### src/rtl/ibex_rf_wport_arb.sv
// Register-file write-port arbiter.
// The writeback stage owns the single RF write port and wins every cycle it
// writes. A secondary multi-cycle unit posts its writes into a 2-entry FIFO
// that drains whenever the port is free. If writeback keeps the port busy for
// MaxStarve consecutive cycles while an entry is waiting, writeback is stalled
// for one cycle so the FIFO head can retire.
module ibex_rf_wport_arb #(
  parameter int unsigned MaxStarve = 4
) (
  input  logic        clk_i,
  input  logic        rst_ni,

  // writeback stage
  input  logic        wb_we_i,
  input  logic [4:0]  wb_waddr_i,
  input  logic [31:0] wb_wdata_i,
  output logic        wb_stall_o,

  // secondary requester
  input  logic        acc_valid_i,
  input  logic [4:0]  acc_waddr_i,
  input  logic [31:0] acc_wdata_i,
  output logic        acc_ready_o,

  // ID-stage hazard lookup
  input  logic [4:0]  hazard_raddr_a_i,
  input  logic [4:0]  hazard_raddr_b_i,
  output logic        hazard_o,
  output logic        pending_o,

  // register-file write port
  output logic        rf_we_o,
  output logic [4:0]  rf_waddr_o,
  output logic [31:0] rf_wdata_o,

  output logic        err_o
);

  localparam int unsigned Depth     = 2;
  localparam logic [3:0]  StarveMax = 4'(MaxStarve);

  // Catch illegal parameterisation at elaboration time.
  if (MaxStarve < 1 || MaxStarve > 15) begin : g_param_check
    $error("ibex_rf_wport_arb: MaxStarve must be in 1..15");
  end

  // FIFO state
  logic [1:0]             count_q, count_d;
  logic                   rptr_q, rptr_d;
  logic                   wptr_q, wptr_d;
  logic [Depth-1:0][4:0]  addr_q;
  logic [Depth-1:0][31:0] data_q;
  logic [Depth-1:0]       slot_vld;

  // starvation tracking
  logic [3:0]             starve_q, starve_d;

  logic                   fifo_empty;
  logic                   push;
  logic                   pop;
  logic                   wb_go;

  // Handshake and arbitration decisions. Ready and stall depend only on
  // registered state, so the secondary unit and the writeback stage never see
  // a combinational loop through the arbiter.
  assign fifo_empty  = (count_q == 2'd0);
  assign acc_ready_o = (count_q < 2'(Depth));
  assign pending_o   = ~fifo_empty;
  assign wb_stall_o  = (starve_q == StarveMax);

  // Writes to x0 are accepted so the requester can retire them, but nothing
  // is buffered: the RF ignores x0 anyway.
  assign push  = acc_valid_i & acc_ready_o & (acc_waddr_i != 5'd0);

  // Writeback wins unless it is being stalled; otherwise the head drains.
  // A stall implies the FIFO is non-empty, so the head always retires then.
  assign wb_go = wb_we_i & ~wb_stall_o;
  assign pop   = ~wb_go & ~fifo_empty;

  // Writeback asserting a write while stalled is a protocol violation; its
  // write is dropped in favour of the FIFO head.
  assign err_o = wb_we_i & wb_stall_o;

  // Write-port mux: writeback pass-through, else FIFO head, else idle zeros.
  always_comb begin
    rf_we_o    = 1'b0;
    rf_waddr_o = 5'd0;
    rf_wdata_o = 32'd0;
    if (wb_go) begin
      rf_we_o    = 1'b1;
      rf_waddr_o = wb_waddr_i;
      rf_wdata_o = wb_wdata_i;
    end else if (pop) begin
      rf_we_o    = 1'b1;
      rf_waddr_o = addr_q[rptr_q];
      rf_wdata_o = data_q[rptr_q];
    end
  end

  // FIFO pointer/occupancy next state; push and pop together keep the count.
  always_comb begin
    rptr_d  = rptr_q;
    wptr_d  = wptr_q;
    count_d = count_q;
    if (push) wptr_d = ~wptr_q;
    if (pop)  rptr_d = ~rptr_q;
    case ({push, pop})
      2'b10:   count_d = count_q + 2'd1;
      2'b01:   count_d = count_q - 2'd1;
      default: count_d = count_q;
    endcase
  end

  // Starve counter: counts cycles the head waits, saturating at MaxStarve;
  // any pop or an empty FIFO restarts it.
  always_comb begin
    starve_d = starve_q;
    if (fifo_empty || pop) begin
      starve_d = 4'd0;
    end else if (starve_q != StarveMax) begin
      starve_d = starve_q + 4'd1;
    end
  end

  // Control state registers.
  always_ff @(posedge clk_i or negedge rst_ni) begin
    if (!rst_ni) begin
      count_q  <= 2'd0;
      rptr_q   <= 1'b0;
      wptr_q   <= 1'b0;
      starve_q <= 4'd0;
    end else begin
      count_q  <= count_d;
      rptr_q   <= rptr_d;
      wptr_q   <= wptr_d;
      starve_q <= starve_d;
    end
  end

  // FIFO storage; only the slot at the write pointer is updated on a push.
  always_ff @(posedge clk_i or negedge rst_ni) begin
    if (!rst_ni) begin
      addr_q <= '0;
      data_q <= '0;
    end else if (push) begin
      addr_q[wptr_q] <= acc_waddr_i;
      data_q[wptr_q] <= acc_wdata_i;
    end
  end

  // Hazard lookup against every occupied slot. A full FIFO has both slots
  // valid; a single entry sits at the read pointer. Reads of x0 never match.
  always_comb begin
    hazard_o = 1'b0;
    for (int i = 0; i < Depth; i++) begin
      slot_vld[i] = (count_q == 2'd2) || ((count_q == 2'd1) && (rptr_q == 1'(i)));
      if (slot_vld[i] &&
          (((hazard_raddr_a_i != 5'd0) && (addr_q[i] == hazard_raddr_a_i)) ||
           ((hazard_raddr_b_i != 5'd0) && (addr_q[i] == hazard_raddr_b_i)))) begin
        hazard_o = 1'b1;
      end
    end
  end

endmodule

### config.mk
export PLATFORM = sky130hd
export DESIGN_NAME = ibex_rf_wport_arb
export DESIGN_NICKNAME = d
export VERILOG_FILES = /design/src/rtl/ibex_rf_wport_arb.sv
export SDC_FILE = /design/constraint.sdc
export NUM_CORES = 1
export LEC_CHECK = 0
export BUFFER_PORTS_ARGS = -buffer_cell sky130_fd_sc_hd__buf_2
export CORE_MARGIN = 2
export CORE_UTILIZATION = 35
export CTS_CLUSTER_SIZE = 25
export DETAILED_ROUTE_END_ITERATION = 8
export PLACE_DENSITY_LB_ADDON = 0.2
export SLEW_MARGIN = 20
export SYNTH_ARGS = -nofsm -noshare
export SYNTH_HDL_FRONTEND = slang
export SYNTH_SLANG_ARGS = --single-unit
### constraint.sdc
create_clock -name clk_i -period 2.2 [get_ports clk_i]
set_input_delay 0.55 -clock clk_i [delete_from_list [all_inputs] [get_ports clk_i]]
set_output_delay 0.55 -clock clk_i [all_outputs]
set_load 0.03 [all_outputs]
After elaboration in Yosys (flattened, before gate mapping)
Cells that the tools add are included.
{"block": "totals", "latch_bits": 0, "mem_count": 0, "output_inout_bits": 43, "register_bits": 82, "input_bits": 88, "mem_bits_rw": 0, "wordCells": 76, "romBits": 0}
{"block": "classes", "div": 0, "bitwise": 10, "reduce_logical": 20, "magnitude_cmp": 4, "shift": 0, "addsub": 3, "n_eq_ne": 10, "mux": 21, "multipliers": 0}
{"cell": "$mux W32", "count": 5}
{"cell": "$bwmux W64", "count": 1}
{"cell": "$demux W32 S1", "count": 1}
{"cell": "$mux W5", "count": 5}
{"cell": "$eq A5 B5 Y1", "count": 4}
{"cell": "$reduce_bool A5 Y1", "count": 3}
{"cell": "$bwmux W10", "count": 1}
{"cell": "$logic_and A1 B1 Y1", "count": 9}
{"cell": "$mux W4", "count": 2}
{"cell": "$and A1 B1 Y1", "count": 5}
{"cell": "$demux W5 S1", "count": 1}
{"cell": "$logic_or A1 B1 Y1", "count": 5}
{"cell": "$not A1 Y1", "count": 5}
{"cell": "$add A4 B1 Y4 const B", "count": 1}
{"cell": "$eq A2 B1 Y1 const B", "count": 2}
{"cell": "$eq A2 B2 Y1 const B", "count": 2}
{"cell": "$eq A4 B3 Y1 const B", "count": 1}
{"cell": "$lt A1 B2 Y1 const B", "count": 2}
{"cell": "$mux W1", "count": 4}
{"cell": "$ne A4 B3 Y1 const B", "count": 1}
{"cell": "$pmux W2 S2", "count": 1}
{"cell": "$reduce_bool A2 Y1", "count": 2}
{"cell": "$add A2 B1 Y2 const B", "count": 1}
{"cell": "$logic_not A2 Y1", "count": 1}
{"cell": "other kinds (3)", "count": 3}

Longest topological paths before layout
Gate-level depths: netlist of the first run.
{"block": "depth", "depth_word": 7, "ltp_mapped": 10, "mapped_depth_nobuf": 9}

Least setup slack after synthesis of the first run
Ideal clock, no wire load.
{"block": "synth_path", "path_kind": "flip-flop to output port", "from": "reg starve_q[0]", "to": "out rf_wdata_o[10]", "path_buffers": 2, "path_slack_ps": -834, "path_stages_with_launch": 9, "required_ps": 1650, "arrival_ps": 2484, "cell_sequence": "dfrtp_1 -> inv_1 -> ha_1 -> nand2_1 -> nor2_1 -> nor2b_1 -> clkbuf_1 -> clkbuf_1 -> o31ai_1"}
{"block": "synth_between", "elab_chain_len": 7}
{"element": "from (decl)", "line": "56", "source": "logic [3:0] starve_q, starve_d;"}
{"element": "from (signal assigned)", "line": "136", "source": "starve_q <= starve_d;"}
{"element": "$eq A4 B3 Y1 *", "line": "69", "source": "assign wb_stall_o = (starve_q == StarveMax);"}
{"element": "named net wb_stall_o", "line": "17", "source": "output logic wb_stall_o,"}
{"element": "$not A1 Y1 *", "line": "77", "source": "assign wb_go = wb_we_i & ~wb_stall_o;"}
{"element": "$and A1 B1 Y1 *", "line": "77"}
{"element": "$not A1 Y1", "line": "78", "source": "assign pop = ~wb_go & ~fifo_empty;"}
{"element": "$and A1 B1 Y1", "line": "78"}
{"element": "$mux W32", "line": "93", "source": "end else if (pop) begin"}
{"element": "$mux W32 *", "line": "89", "source": "if (wb_go) begin"}
{"element": "to (decl)", "line": "34", "source": "output logic [31:0] rf_wdata_o,"}
The timed path passes the listed nets; every way through them passes the cells marked *.

Final worst setup path of the first run
{"block": "layout_path", "from": "in hazard_raddr_a_i[1]", "to": "out hazard_o"}
{"block": "layout_between", "elab_chain_len": 6}
{"element": "from (decl)", "line": "26", "source": "input logic [4:0] hazard_raddr_a_i,"}
{"element": "$eq A5 B5 Y1 or $reduce_bool A5 Y1 (tied branches)", "line": "158", "source": "(((hazard_raddr_a_i != 5'd0) && (addr_q[i] == hazard_raddr_a_i)) ||"}
{"element": "$logic_and A1 B1 Y1", "line": "158"}
{"element": "$logic_or A1 B1 Y1", "line": "158"}
{"element": "$logic_and A1 B1 Y1", "line": "157", "source": "if (slot_vld[i] &&"}
{"element": "$mux W1", "line": "157"}
{"element": "$mux W1 *", "line": "157"}
{"element": "to (decl)", "line": "28", "source": "output logic hazard_o,"}
Mark *: on every way between the ends. The rest lies on a longest branch, timed or not.

==> results.txt, run 1 <==
pre-CTS setup slack -> -331.8 ps
worst setup margin -> -241.1 ps
post-synthesis mux area share -> 29.48%
Worst setup EP type -> primary output
diode count -> 0
combinational share of power -> 55.4%
final RePlAce weighted congestion -> 0.7773
switch share -> 38.62%
fillers -> 1045
Netlist Area Pre-Place -> 4464 µm²
Initial DRC Count -> 113
commonest non-fill, non-tap cell in the layout -> buf_2
Max VDD drop -> 0.7143 mV
clock network fraction of total power -> 16.6%
die area -> 13680 µm²
PnR Total Power -> 10.09 mW
Worst-Skew Late Latency -> 340 ps
DPL Wire Length -> 8223 µm
Worst Path Max Fanout -> 2
fin nets -> 627
Critical Path Source Type -> primary input
Register Area -> 2053 µm²
Area after DPL -> 6147 µm²
Seq cells post-synth -> 82
top cell type's share of synthesized area -> 45.96%
Synthesized Nets -> 458
Vias -> 3480
fin crit period -> 2441 ps
WS Path Type -> in2out
Yosys top cell by area -> dfrtp_1
Hold Slack -> 128.3 ps
Setup Viol. Count Final -> 38
initial antenna violation count -> 0
Pint -> 6.193 mW
status -> complete, but fails checks
sequential-to-total area share from yosys stat -> 45.96%
reg2reg start -> starve_q[0]
Syn. warnings -> 0
largest cells by area after synthesis -> dfrtp_1 46%, mux2_4 10%, mux2i_1 8.3%, mux2_1 7.6%, o31ai_1 6.2%
Clock Skews -> 4.501 ps
Max Slew Vio Count -> 0
largest net degree at the start of global routing -> 37
Cell Pwr Density -> 1420 nW/µm²
vias in the first global route -> 3600
Core Region -> 12520 µm²
Cell variety after synth -> 34
IO Count -> 131
Routed WL -> 12340 µm
Gate Count Post-Synth -> 364
overall die width -> 116.9 µm
first-pass GRT wire length -> 18960 µm
post-synthesis adder-cell area fraction -> 1.682%
DRT Pass-1 Iters -> 4
area of the multi-input gates -> 2868 µm²
layout cells sized above 1 -> 56.88%
static leakage -> 3.205 nW
Avg Inst Size Synth -> 12.26 µm²
f_max -> 409.7 MHz
main combinational cell family by area after synthesis -> multiplexers
cts hold-fix bufs -> 0
Clock Path Buffers -> 2
CTS Buf Count -> 9
routed len/inst -> 17.38 µm
Hold Path Class -> in2async
GRT Overall Usage -> 18.43%
Synth Area in Compound Gates -> 7.511%
failing checks -> negative setup slack
worst flop-to-flop path endpoint -> count_q[0]
Die Ht -> 116.9 µm
setup slack, reg-to-reg -> 100 ps
DRC -> 0
synthesis-to-layout area growth -> 59.19%
RSZ-0062 raised after global routing -> yes
Max-Cap Viols -> 0
period utilization -> 111.0%
total grt overflow -> 0
Clk pin slew, worst setup/hold paths -> 60 ps
Slew @ Worst Pin -> 375.3 ps
Rows -> 41
Synth Area in XOR/XNOR -> 5.101%
PortBufs -> 130
most frequent cells in the layout -> 89 x buf_2, 81 x dfrtp_1, 43 x buf_6
r2r worst-path depth -> 12
CTS tree -> yes
simple-gate share of the synthesized area -> 6.586%
htree depth -> 3
CTS Root Cell -> clkbuf_16
Max-Slew Margin vs Limit -> 74.26%
P_sw -> 3.897 mW
Routed Antenna Nets -> 0
DR vias/cell -> 4.901
Crit path required time -> 1650 ps
Final Instance Area -> 7107 µm²
worst path arrival time -> 1890 ps
Final Hold Fails -> 0
Clock Sinks -> 82
initial core utilization -> 35.67%
sequential share of power -> 28.0%
==> worst max-delay path by stage <==
stage	from	to	slack, ps	cells after the start
6_report	hazard_raddr_a_i[1]	hazard_o	-240	8
5_1_grt	starve_q[0]	rf_wdata_o[7]	-330	9
4_1_cts	hazard_raddr_a_i[4]	hazard_o	-250	7
3_5_place_dp	hazard_raddr_a_i[1]	hazard_o	-330	7
3_3_place_gp	hazard_raddr_a_i[1]	hazard_o	-280	7
2_1_floorplan	hazard_raddr_a_i[1]	hazard_o	-30	5
==> state kept, by name, indices dropped and copies added, names as in the netlist <==
signal    cells
addr_q       10
count_q       2
data_q       64
rptr_q        1
starve_q      4
wptr_q        1
==> critical path, stage by stage <==
cell     delay [ps]
buf_6            90
or4_4           530
nor2_4          120
buf_6           100
nor4_2           30
a31oi_1         220
a21oi_2          90
buf_6           140
==> cell usage after synthesis <==
master and count:
o21ai_0 2, a21oi_1 1, o211ai_4 1, inv_1 6, or4_4 1, xor2_1 10
mux2_1 30, nor2_2 1, buf_6 6, inv_2 1, nand2_4 1, xnor2_1 16
buf_1 2, or2_2 1, nor2b_1 1, nand2_1 40, mux2_4 30, mux2i_1 37
o31ai_1 37, o32ai_1 1, ha_1 6, and3_1 1, nor2_1 4, clkbuf_1 14
o22ai_1 1, buf_2 2, or4_1 2, a31oi_1 1, dfrtp_1 82, nand3_1 4
and2_1 1, mux2_2 14, nor4_1 4, nor3_1 3
==> final cells by class <==
class                      instances  area share (%)
multi-input combinational        251           40.35
clock buffer                      12           3.750
inverter                           7          0.3697
timing repair buffer             182           22.59
tap                              172           3.028
clock inverter                     4           1.021
sequential                        82           28.89
==> logic make-up after synthesis <==
kind of cell | after synthesis
multiplexers | 111
adder cells (fa/ha/maj) | 6
buffers and inverters | 31
AND/OR/NAND/NOR | 64
AO/OA/AOI/OAI | 44
XOR/XNOR | 26
flip-flops | 82
==> power by group through the flow <==
stage | clock network, mW | registers, mW | logic, mW
floorplan | 0 | 2.65 | 3.86
global placement | 0 | 2.79 | 4.90
detailed placement | 0 | 2.83 | 4.97
CTS | 1.72 | 2.82 | 5.60
global route | 1.79 | 2.92 | 5.95
finish | 1.68 | 2.82 | 5.59
==> per-stage QoR <==
step                      TNS, ps  std cells  utilization (%)
final                       -8422        710            56.78
after CTS                   -7772        709            56.07
after floorplan            -464.1        364                -
after global placement      -2129        679            49.11
after detailed placement    -2764        679            49.11
after global routing       -11530        710            56.78
==> timing repair <==
item	CTS	global route
gates resized for setup	92	16
pin swaps	12	7
buffers inserted	9	0
gates cloned	6	2
endpoints found under the setup margin	40	42
==> layer usage <==
metal  part of all wire [%]  track usage, %
met1                     45           24.29
met2                     47           30.02
met3                    6.0           4.840
met4                    1.4           5.412
met5                      0               0
(Power assumes the default switching activity.)
==> run 2, diff against run 1 <==
--- a/config.mk
+++ b/config.mk
@@ -8,6 +8,7 @@
 export BUFFER_PORTS_ARGS = -buffer_cell sky130_fd_sc_hd__buf_2
 export CORE_MARGIN = 2
 export CORE_UTILIZATION = 35
+export CTS_CLUSTER_DIAMETER = 50
 export CTS_CLUSTER_SIZE = 25
 export DETAILED_ROUTE_END_ITERATION = 8
 export PLACE_DENSITY_LB_ADDON = 0.2
==> constraint.sdc (replaced) <==
create_clock -name clk_i -period 3.1 [get_ports clk_i]
set_input_delay 0.775 -clock clk_i [delete_from_list [all_inputs] [get_ports clk_i]]
set_output_delay 0.775 -clock clk_i [all_outputs]
set_load 0.005 [all_outputs]
==> run 2 against run 1 <==
Effect of this change: the run now ends clean; count of clock-buffer cells in the layout is 2 lower; hold slack better by 300 ps; non-clock buffer count is 42 lower; combinational power is 60% lower; register-to-register slack better by 790 ps; total power is 47% lower; wire length is 18% lower.
==> results.txt, run 2 (same netlist as run 1, synthesis figures left out) <==
Largest Register -> data_q
Vias -> 3206 (-7.9%)
Worst-Skew Late Latency -> 330 ps (about the same)
P_sw -> 1.783 mW (-54%)
Max-Cap Viols -> 0 (unchanged)
static leakage -> 2.699 nW (-16%)
Clock Sinks -> 82 (unchanged)
period utilization -> 93.58%
Clk pin slew, worst setup/hold paths -> 60 ps (about the same)
setup_tns -> 0 ps (+8422 ps)
Worst setup EP type -> primary output
PortBufs -> 130 (unchanged)
first-pass GRT wire length -> 16490 µm (-13%)
worst path arrival time -> 2130 ps (+240 ps)
Max Slew Vio Count -> 0 (unchanged)
WS Path Type -> in2out
# resized after CTS -> 0 (-100%)
pre-CTS setup slack -> 198.2 ps (+530.0 ps)
die area -> 13680 µm² (unchanged)
total grt overflow -> 0 (unchanged)
DR vias/cell -> 4.799 (-2.1%)
combinational share of power -> 42.3% (-13 points)
fin nets -> 585 (-6.7%)
Core Region -> 12520 µm² (unchanged)
overall die width -> 116.9 µm (unchanged)
htree depth -> 3 (unchanged)
Final Hold Fails -> 0 (unchanged)
initial core utilization -> 35.67% (unchanged)
routed len/inst -> 15.15 µm (-13%)
Pint -> 3.515 mW (-43%)
setup slack, reg-to-reg -> 890 ps (+790 ps)
status -> finished, final reports clean
Post-CTS Setup Inserts -> 0 (-9)
biggest regs -> data_q: 64 flops, addr_q: 10 flops, starve_q: 4 flops
Critical Path Source Type -> primary input
Hold Path Class -> in2async
CTS Buf Count -> 9 (unchanged)
DRC -> 0 (unchanged)
switch share -> 33.65% (-5.0 points)
Routed Antenna Nets -> 0 (unchanged)
Rows -> 41 (unchanged)
Routed WL -> 10120 µm (-18%)
sequential share of power -> 38.5% (+10 points)
initial antenna violation count -> 1 (+1)
GRT Overall Usage -> 15.56% (-2.9 points)
synthesis-to-layout area growth -> 25.98%
largest net degree at the start of global routing -> 46 (+24%)
DPL Wire Length -> 7498 µm (-8.8%)
final RePlAce weighted congestion -> 0.7385 (-5.0%)
clock network fraction of total power -> 19.2% (+2.6 points)
Die Ht -> 116.9 µm (unchanged)
worst flop-to-flop path endpoint -> data_q[6]
DRT Pass-1 Iters -> 4 (unchanged)
most frequent cells in the layout -> 129 x buf_2, 81 x dfrtp_1, 40 x nand2_1
CTS Root Cell -> clkbuf_16
commonest non-fill, non-tap cell in the layout -> buf_2
Max-Slew Margin vs Limit -> 43.35% (-31 points)
r2r worst-path depth -> 5 (-7)
Crit path required time -> 2320 ps (+670 ps)
CTS tree -> yes
RSZ-0062 raised after global routing -> no
Initial DRC Count -> 116 (+2.7%)
Max VDD drop -> 0.3012 mV (-58%)
IO Count -> 131 (unchanged)
reg2reg start -> count_q[1]
final core occ -> 44.93% (-12 points)
fin crit period -> 2901 ps
cts hold-fix bufs -> 0 (unchanged)
worst setup margin -> 199.1 ps (+440.2 ps)
f_max -> 344.7 MHz
Clock Path Buffers -> 2 (unchanged)
vias in the first global route -> 3260 (-9.4%)
Setup Viol. Count Final -> 0 (-100%)
Worst Path Max Fanout -> 3 (+1)
Cell Pwr Density -> 942.1 nW/µm² (-34%)
max FFs per register -> 64 (unchanged)
Clock Skews -> 8.035 ps (+3.535 ps)
Slew @ Worst Pin -> 847.8 ps (+472.5 ps)
layout cells sized above 1 -> 41.82% (-15 points)
-- run 2: cell types whose count changed in the layout (fill, tap and decap cells not counted), sizes merged --
cell / previous run / this run
clkinv: 1 / 3
bufinv: 2 / 1
buf: 179 / 140
bufbuf: 1 / 0
clkbuf: 14 / 10
diode: 0 / 1
-- run 2: worst max-delay path, stage by stage --
cell     delay, ps
buf_2          120
or4_1          530
nor2_1         150
nor4_1          90
o32ai_1        270
a21oi_1         70
buf_2          130
-- run 2: layout make-up --
| cell class | instances | area (µm²) |
|---|---|---|
| Fill cell | 1229 | 6893 |
| Multi-Input combinational cell | 251 | 2263 |
| Sequential cell | 82 | 2053 |
| Timing Repair Buffer | 140 | 778.2 |
| Clock buffer | 10 | 229.0 |
| Tap cell | 172 | 215.2 |
| Clock inverter | 5 | 56.30 |
| Inverter | 7 | 26.28 |
| Antenna cell | 1 | 2.502 |
-- run 2: worst max path at each step --
stage / from / end / cells after the start
floorplan: hazard_raddr_b_i[1] / hazard_o / 5
global placement: hazard_raddr_b_i[1] / hazard_o / 7
detailed placement: hazard_raddr_a_i[1] / hazard_o / 7
CTS: hazard_raddr_a_i[1] / hazard_o / 7
global route: hazard_raddr_b_i[1] / hazard_o / 7
finish: hazard_raddr_a_i[1] / hazard_o / 7
-- run 2: power by group through the flow --
| stage | Combinational [mW] | Clock (mW) | Sequential, mW |
|---|---|---|---|
| 2_1_floorplan | 1.74 | 0 | 1.88 |
| 3_3_place_gp | 2.24 | 0 | 2.03 |
| 3_5_place_dp | 2.29 | 0 | 2.06 |
| 4_1_cts | 2.30 | 1.06 | 2.04 |
| 5_1_grt | 2.50 | 1.10 | 2.11 |
| 6_report | 2.24 | 1.02 | 2.04 |
-- run 2: metal layers --
layer | vias up | GRT usage, % | share of wire, % | wire length [µm]
met5 | - | 0 | 0 | 0
met4 | 0 | 4.706 | 1.1 | 114
met3 | 11 | 3.656 | 5.1 | 511
met2 | 70 | 25.32 | 48 | 4836
met1 | 1568 | 20.75 | 46 | 4656
li1 | 1557 | - | - | -
-- run 2: through the flow --
| stage | power (mW) | cells | hold WS (ps) | area, µm² |
|---|---|---|---|---|
| 2_1_floorplan | 3.614 | 364 | 464.0 | 4464 |
| 3_3_place_gp | 4.277 | 652 | 472.9 | 5336 |
| 3_5_place_dp | 4.348 | 652 | 480.8 | 5336 |
| 4_1_cts | 5.397 | 667 | 455.9 | 5622 |
| 5_1_grt | 5.716 | 667 | 473.1 | 5622 |
| 6_report | 5.298 | 668 | 427.4 | 5624 |
==> run 3, diff against run 2 <==
==> constraint.sdc (replaced) <==
create_clock -name clk_i -period 3.25 [get_ports clk_i]
set_input_delay 0.8125 -clock clk_i [delete_from_list [all_inputs] [get_ports clk_i]]
set_output_delay 0.8125 -clock clk_i [all_outputs]
set_load 0.005 [all_outputs]
==> run 3 against run 2 <==
Effect of this change: die area did not move; clock skew fell by 5.2 ps; clock power barely moved; count of clock-buffer cells in the layout rose by 1; combinational power fell by 4%; sequential power fell by 5%; worst setup slack improved by 68 ps; total power fell by 3.3%; final cell count rose by 0.30%; wire length rose by 1.1%.
==> results.txt, run 3 (same netlist as run 1, synthesis figures left out) <==
Max-Cap Viols -> 0 (unchanged)
max FFs per register -> 64 (unchanged)
Hold Slack -> 490.3 ps (+62.98 ps)
fin crit period -> 2983 ps
Worst-Skew Late Latency -> 330 ps (about the same)
Largest Register -> data_q
Hold Path Class -> reg2reg
final RePlAce weighted congestion -> 0.7089 (-4.0%)
WS Path Type -> in2out
worst path arrival time -> 2170 ps (+40 ps)
DRC -> 0 (unchanged)
Routed WL -> 10230 µm (+1.1%)
initial antenna violation count -> 2 (+1)
fillers -> 1215 (-1.1%)
layout cells sized above 1 -> 42.25% (+0.44 points)
Max VDD drop -> 0.3322 mV (+10%)
Critical Path Source Type -> primary input
first-pass GRT wire length -> 16230 µm (-1.6%)
IO Count -> 131 (unchanged)
setup_tns -> 0 ps (unchanged)
period utilization -> 91.79%
largest net degree at the start of global routing -> 49 (+6.5%)
status -> finished, final reports clean
Core Region -> 12520 µm² (unchanged)
RSZ-0062 raised after global routing -> no
fin nets -> 586 (+0.17%)
Clk pin slew, worst setup/hold paths -> 60 ps (about the same)
DPL Wire Length -> 7372 µm (-1.7%)
routed len/inst -> 15.27 µm (+0.81%)
htree depth -> 3 (unchanged)
Max-Slew Margin vs Limit -> 52.64% (+9.3 points)
most frequent cells in the layout -> 129 x buf_2, 81 x dfrtp_1, 40 x nand2_1
DR vias/cell -> 4.790 (-0.21%)
CTS Root Cell -> clkbuf_16
Die Ht -> 116.9 µm (unchanged)
cts hold-fix bufs -> 0 (unchanged)
Routed Antenna Nets -> 0 (unchanged)
die area -> 13680 µm² (unchanged)
biggest regs -> data_q: 64 flops, addr_q: 10 flops, starve_q: 4 flops
commonest non-fill, non-tap cell in the layout -> buf_2
static leakage -> 2.709 nW (+0.39%)
DRT Pass-1 Iters -> 4 (unchanged)
final core occ -> 45.05% (+0.12 points)
Max Slew Vio Count -> 0 (unchanged)
PortBufs -> 130 (unchanged)
GRT Overall Usage -> 15.61% (+0.047 points)
f_max -> 335.2 MHz
Setup Viol. Count Final -> 0 (unchanged)
Clock Sinks -> 82 (unchanged)
total grt overflow -> 0 (unchanged)
Initial DRC Count -> 82 (-29%)
Clock Path Buffers -> 2 (unchanged)
Post-CTS Setup Inserts -> 0 (unchanged)
Clock Skews -> 2.828 ps (-5.208 ps)
Worst Path Max Fanout -> 3 (unchanged)
Vias -> 3209 (+0.094%)
Placed Instances -> 653 (+0.15%)
vias in the first global route -> 3166 (-2.9%)
Rows -> 41 (unchanged)
Final Non-Filler Cells -> 670 (+0.30%)
initial core utilization -> 35.67% (unchanged)
Crit path required time -> 2440 ps (+120 ps)
area of the multi-input gates -> 2263 µm² (unchanged)
CTS Buf Count -> 9 (unchanged)
# resized after CTS -> 0 (unchanged)
Final Hold Fails -> 0 (unchanged)
overall die width -> 116.9 µm (unchanged)
Register Area -> 2053 µm² (unchanged)
Cell Pwr Density -> 908.3 nW/µm² (-3.6%)
Slew @ Worst Pin -> 708.7 ps (-139.1 ps)
CTS tree -> yes
Worst setup EP type -> primary output
synthesis-to-layout area growth -> 26.32%
## run 3: worst paths after layout
kind                                     start          to  slack, ps  cells past startpoint
max                        hazard_raddr_b_i[1]    hazard_o        270                      7
min                                 data_q[53]  data_q[53]        490                      1
max reg2reg                         count_q[1]   addr_q[2]       1100                      5
max in group asynchronous               rst_ni  data_q[20]       2060                      2
min reg2reg                         data_q[53]  data_q[53]        490                      1
min in group asynchronous               rst_ni   data_q[4]        500                      1
## run 3: per-stage QoR
step | cell area [µm²] | power (mW) | setup WS [ps]
after floorplan | 4464 | 3.447 | 591.9
after global placement | 5331 | 4.096 | 290.7
after detailed placement | 5331 | 4.148 | 270.0
after CTS | 5637 | 5.217 | 264.1
after global routing | 5637 | 5.505 | 125.7
final | 5639 | 5.122 | 266.9
## run 3: power by group
group	leakage [nW]	internal (mW)	switching, mW	total (mW)
registers	0.974	1.54	0.393	1.93
logic	1.58	1.23	0.925	2.16
clock network	0.151	0.633	0.400	1.03
## run 3: layer usage
layer | GRT usage (%) | up-vias | share of wire (%)
li1 | - | 1559 | -
met1 | 21.49 | 1562 | 48
met2 | 24.35 | 71 | 46
met3 | 3.090 | 15 | 4.7
met4 | 6.118 | 2 | 1.6
met5 | 0 | - | 0.13
## run 3: final cells by class
class | instances | share of cell area, %
Clock buffer | 11 | 4.482
Inverter | 7 | 0.4659
Antenna cell | 1 | 0.04438
Timing Repair Buffer | 141 | 13.71
Clock inverter | 5 | 0.9319
Multi-Input combinational cell | 251 | 40.14
Tap cell | 172 | 3.816
Sequential cell | 82 | 36.41
## run 3: worst max-delay path: stages
cell and delay, ps:
buf_2 120, or4_1 510, nor2_1 140, nor4_1 100, o32ai_1 280, a21oi_1 70, buf_2 130
